===== src/rtl/dcache_mem_responder.sv =====
// Memory-side responder for the data-cache miss/store port: line loads as a burst
// of word reads from a fixed-latency RAM, single byte-strobed word stores.
module dcache_mem_responder #(
  parameter int ADDR_W     = 32,
  parameter int LINE_WORDS = 4,
  parameter int MEM_LAT    = 2
) (
  input  logic                    clk,
  input  logic                    rst,
  input  logic                    memory_valid,
  input  logic                    memory_for_store,
  input  logic [ADDR_W-1:0]       memory_addr,
  input  logic [31:0]             memory_wdata,
  input  logic [3:0]              memory_wstrb,
  output logic                    memory_ready,
  output logic [32*LINE_WORDS-1:0] memory_rline,
  output logic                    ram_en,
  output logic [3:0]              ram_we,
  output logic [ADDR_W-1:0]       ram_addr,
  output logic [31:0]             ram_wdata,
  input  logic [31:0]             ram_rdata,
  output logic [2:0]              dbg_state_o
);

  // Handshake: memory_valid is a level held until the single-cycle memory_ready
  // pulse; a request is accepted only in IDLE, and ready never fires unrequested.

  localparam int CNT_W = $clog2(LINE_WORDS);
  localparam logic [ADDR_W-1:0] LINE_MASK = ~(ADDR_W'(4 * LINE_WORDS - 1));
  localparam logic [ADDR_W-1:0] WORD_MASK = ~(ADDR_W'(3));
  localparam logic [CNT_W-1:0]  LAST_K    = CNT_W'(LINE_WORDS - 1);

  typedef enum logic [2:0] {
    S_IDLE     = 3'd0,
    S_RD_ISSUE = 3'd1,
    S_RD_DRAIN = 3'd2,
    S_WR       = 3'd3,
    S_DONE     = 3'd4
  } state_t;

  state_t                state_q, state_d;
  logic [ADDR_W-1:0]     addr_q, addr_d;
  logic [31:0]           wdata_q, wdata_d;
  logic [3:0]            wstrb_q, wstrb_d;
  logic [CNT_W-1:0]      cnt_q, cnt_d;
  logic [MEM_LAT-1:0]    pv_q;
  logic [MEM_LAT-1:0][CNT_W-1:0] pk_q;
  logic [LINE_WORDS-1:0][31:0]   line_q;
  logic                  issue;
  logic                  last_out;

  assign issue        = (state_q == S_RD_ISSUE);
  assign last_out     = pv_q[MEM_LAT-1] && (pk_q[MEM_LAT-1] == LAST_K);
  assign memory_rline = line_q;
  assign dbg_state_o  = state_q;

  always_comb begin
    state_d      = state_q;
    addr_d       = addr_q;
    wdata_d      = wdata_q;
    wstrb_d      = wstrb_q;
    cnt_d        = cnt_q;
    ram_en       = 1'b0;
    ram_we       = 4'b0000;
    ram_addr     = '0;
    ram_wdata    = '0;
    memory_ready = 1'b0;
    case (state_q)
      S_IDLE: begin
        if (memory_valid) begin
          addr_d  = memory_addr;
          wdata_d = memory_wdata;
          wstrb_d = memory_wstrb;
          cnt_d   = '0;
          state_d = memory_for_store ? S_WR : S_RD_ISSUE;
        end
      end
      S_RD_ISSUE: begin
        // The line is naturally aligned, so OR-ing the word offset cannot carry.
        ram_en   = 1'b1;
        ram_addr = (addr_q & LINE_MASK) | ADDR_W'({cnt_q, 2'b00});
        cnt_d    = cnt_q + CNT_W'(1);
        if (cnt_q == LAST_K) state_d = S_RD_DRAIN;
      end
      S_RD_DRAIN: begin
        if (last_out) state_d = S_DONE;
      end
      S_WR: begin
        ram_en    = 1'b1;
        ram_we    = wstrb_q;
        ram_addr  = addr_q & WORD_MASK;
        ram_wdata = wdata_q;
        state_d   = S_DONE;
      end
      S_DONE: begin
        memory_ready = 1'b1;
        state_d      = S_IDLE;
      end
      default: state_d = S_IDLE;
    endcase
  end

  always_ff @(posedge clk) begin
    if (!rst) begin
      state_q <= S_IDLE;
      addr_q  <= '0;
      wdata_q <= '0;
      wstrb_q <= '0;
      cnt_q   <= '0;
      pv_q    <= '0;
      pk_q    <= '0;
      line_q  <= '0;
    end else begin
      state_q <= state_d;
      addr_q  <= addr_d;
      wdata_q <= wdata_d;
      wstrb_q <= wstrb_d;
      cnt_q   <= cnt_d;
      // Word index rides alongside each read so returns land in the right slot.
      pv_q[0] <= issue;
      pk_q[0] <= cnt_q;
      for (int i = 1; i < MEM_LAT; i++) begin
        pv_q[i] <= pv_q[i-1];
        pk_q[i] <= pk_q[i-1];
      end
      if (pv_q[MEM_LAT-1]) line_q[pk_q[MEM_LAT-1]] <= ram_rdata;
    end
  end

endmodule


===== config.mk =====
export PLATFORM = sky130hd
export DESIGN_NAME = dcache_mem_responder
export DESIGN_NICKNAME = d
export VERILOG_FILES = /design/src/rtl/dcache_mem_responder.sv
export SDC_FILE = /design/constraint.sdc
export NUM_CORES = 1
export LEC_CHECK = 0
export BUFFER_PORTS_ARGS = -buffer_cell sky130_fd_sc_hd__buf_4
export CELL_PAD_IN_SITES_DETAIL_PLACEMENT = 1
export CELL_PAD_IN_SITES_GLOBAL_PLACEMENT = 1
export CORE_UTILIZATION = 38
export DETAILED_ROUTE_END_ITERATION = 12
export GPL_TIMING_DRIVEN = 1
export HOLD_SLACK_MARGIN = 0.1
export PLACE_DENSITY = 0.93
export SYNTH_ARGS = -nofsm -noshare
export SYNTH_HDL_FRONTEND = slang
export SYNTH_SLANG_ARGS = --single-unit

===== constraint.sdc =====
create_clock -name clk -period 4.49 [get_ports clk]
set_input_delay 0.6735 -clock clk [delete_from_list [all_inputs] [get_ports clk]]
set_output_delay 0.6735 -clock clk [all_outputs]
set_load 0.02 [all_outputs]

==> impl_results.md <==
- Chip Width: 148 microns
- Cell area after synthesis: 8100 sq um
- Die Ht: 148 microns
- Post-CTS setup buffer count: 0
- Number of synthesized register bits: 205
- Synth area leader: dfxtp_1
- Fin. Hold Viols: 0
- Worst-Margin Slew: 0.953 ns
- Post-synthesis adder-cell area fraction: 0.155%
- Routed WL: 27.0 mm
- PortBufs: 300
- Placed cell count: 1481
- Synth Area in Compound Gates: 18.5%
- Met3 GRT Util: 5.06%
- Post-synth top area share: 50.7%
- Crit path required time: 3.82 ns
- Final setup fails: 0
- Syn Area/Cell: 8.32 sq um
- Most frequent cells in the layout: 388 x nand2_1, 312 x buf_4, 205 x dfxtp_1
- I/O Pins: 305
- Vias in the first global route: 7966
- Starting density of the core: 38.6%
- Status: finished clean
- CTS Hold Bufs: 0
- Area growth syn-to-layout: 38.9%
- CTS tree: done
- Routed via count: 7617
- Pwr Density: 385 nW/um^2
- Total CTS buffers: 24
- Bufs on Longest Clock Path: 3
- Min Tclk post-route: 3.20 ns
- Worst Setup End Kind: output port
- Worst-path clk slew: 0.05 ns
- Yosys warnings: 0
- Setup Skew: 0.0248 ns
- Final WS setup: 1.29 ns
- Mux cell area share after synthesis: 0.247%
- Placer congestion estimate: 0.786
- Element type at the critical path start: flip-flop
- M2 GR Usage: 44.1%
- CP max FO: 65
- Number of remaining DRC errors: 0
- Busiest grt layer: met2
- Synth unique cells: 29
- Hold WC Path Type: input pin to flip-flop
- Htree depth: 1
- Worst Path Class, Setup: flip-flop to output port
- FF+latch area: 4100 sq um
- Die area: 21900 sq um
- Synth Area in Simple Gates: 25.6%
- Slew Limit Fails: 0
- WP data arrival: 2.53 ns
- Mapped Cells: 973
- Core Rows: 53
- First-pass GRT wire length: 41.9 mm
- Largest family of logic cells by synthesized area: simple AND/OR/NAND/NOR gates
- Clk root buf: clkbuf_16
- Vias per inst: 4.99
- DR WL/cell: 17.7 microns
- Antenna violations before repair: 0
- Final-layout fill cell count: 2531
- Core Box Area: 21000 sq um
- Final clock period utilization by the worst path: 71.3%
- Worst slew margin: 36.4%
- Top cells by area, synth: dfxtp_1 51%, nand2_1 18%, a21boi_0 14%
- Most used DFF post-synth: dfxtp_1
- Hpwl dp: 18.1 mm
- Overflow after GRT: 0
- Fin cells: 1525
- Clock Sink Count: 205
- Clk_lat worst skew: 0.52 ns
- M1 GR Usage: 26.7%
- Final ANT Viol Nets: 0
- Seq/Total Area, Yosys: 50.7%
- Pin count of the biggest net entering global routing: 94
- Drt pass-1 iters: 4
- Worst vdd ir: 0.271 mV
- Xor/xnor share of the synthesized area: 0%
- Max Fclk: 312 MHz
- Leak pwr: 0.00478 uW
- FFs w/ async S/R, synth: 0%
- Multi-input gate area in the final layout: 3630 sq um
- Commonest non-fill, non-tap cell in the layout: nand2_1
- MaxCap Viol Count: 0
- Drt initial violations: 251
- Unrepaired setup endpoints after global routing: no
- Total power: 4330 uW
- Nets@finish: 1337
- DP Worst Slack: 1.82 ns
- Inserted Diodes: 0
- Share of post-route cells with drive strength above 1: 28.1%
- Setup TNS: 0 ns
- Total track usage: 24.1%
- Post-synth EDFFs: 0
- Post-CTS resize count: 0
[report_power, final]
part / internal (uW) / total, uW / switching (uW)
Sequential: 1880 / 1910 / 32.9
Clock: 1270 / 2030 / 760
Combinational: 161 / 383 / 222
[Yosys cell counts (2+ instances only)]
library cell,number
buf_4,6
and3b_1,2
o31ai_1,2
a21boi_1,40
nor2_1,6
nand2_1,388
buf_6,5
nand3_1,2
buf_2,18
and3_1,37
dfxtp_1,205
clkbuf_1,51
nor3b_1,2
a21boi_0,156
nand3b_1,5
and2_1,33
mux2i_1,2
nand2b_1,2
[stage by stage]
step / hold slack [ns] / util (%) / cell area (sq um)
global placement: 0.415 / 49.7 / 10400
global route: 0.399 / 53.7 / 11200
floorplan: 0.412 / - / 8100
finish: 0.402 / 53.7 / 11200
CTS: 0.384 / 53.7 / 11200
detailed placement: 0.424 / 49.7 / 10400
[registers in the layout, indices dropped and copies added (netlist names)]
register      count
pk_q              4
addr_q           30
memory_rline    128
wdata_q          32
wstrb_q           4
cnt_q             2
dbg_state_o       3
pv_q              2
[worst paths after layout]
kind | from | end | slack [ns] | cells after the start
worst max-delay path | dbg_state_o[0] | ram_wdata[13] | 1.29 | 4
worst min-delay path | memory_addr[23] | addr_q[23] | 0.40 | 3
worst max register to register | dbg_state_o[1] | wdata_q[30] | 2.57 | 4
worst min register to register | pk_q[0] | pk_q[2] | 0.43 | 1
[cells by family after synthesis]
group	after synthesis
AOI/OAI and AO/OA	200
muxes	2
buffers and inverters	81
adders and majority gates	1
other	1
DFF	205
and+or+nand+nor	483
[critical path, stage by stage, from the launching register on]
cell,delay [ns]
dfxtp_1,0.62
nand2b_1,0.21
inv_2,0.73
and3_1,0.29
buf_4,0.15
[area by class of cell]
| type | count | area share, % |
|---|---|---|
| Clock buffer | 37 | 6.04 |
| Clock inverter | 7 | 1.30 |
| Tap cell | 275 | 3.06 |
| Timing Repair Buffer | 312 | 20.8 |
| Inverter | 1 | 0.0334 |
| Sequential cell | 205 | 36.5 |
| Multi-Input combinational cell | 688 | 32.2 |
[layer usage]
metal / wire [microns] / up-vias / part of all wire [%]
li1: - / 3653 / -
met1: 10800 / 3672 / 40
met2: 13700 / 219 / 51
met3: 1470 / 73 / 5.5
met4: 1130 / 0 / 4.2
met5: 0 / - / 0
Power figures use the tool's default switching activity.
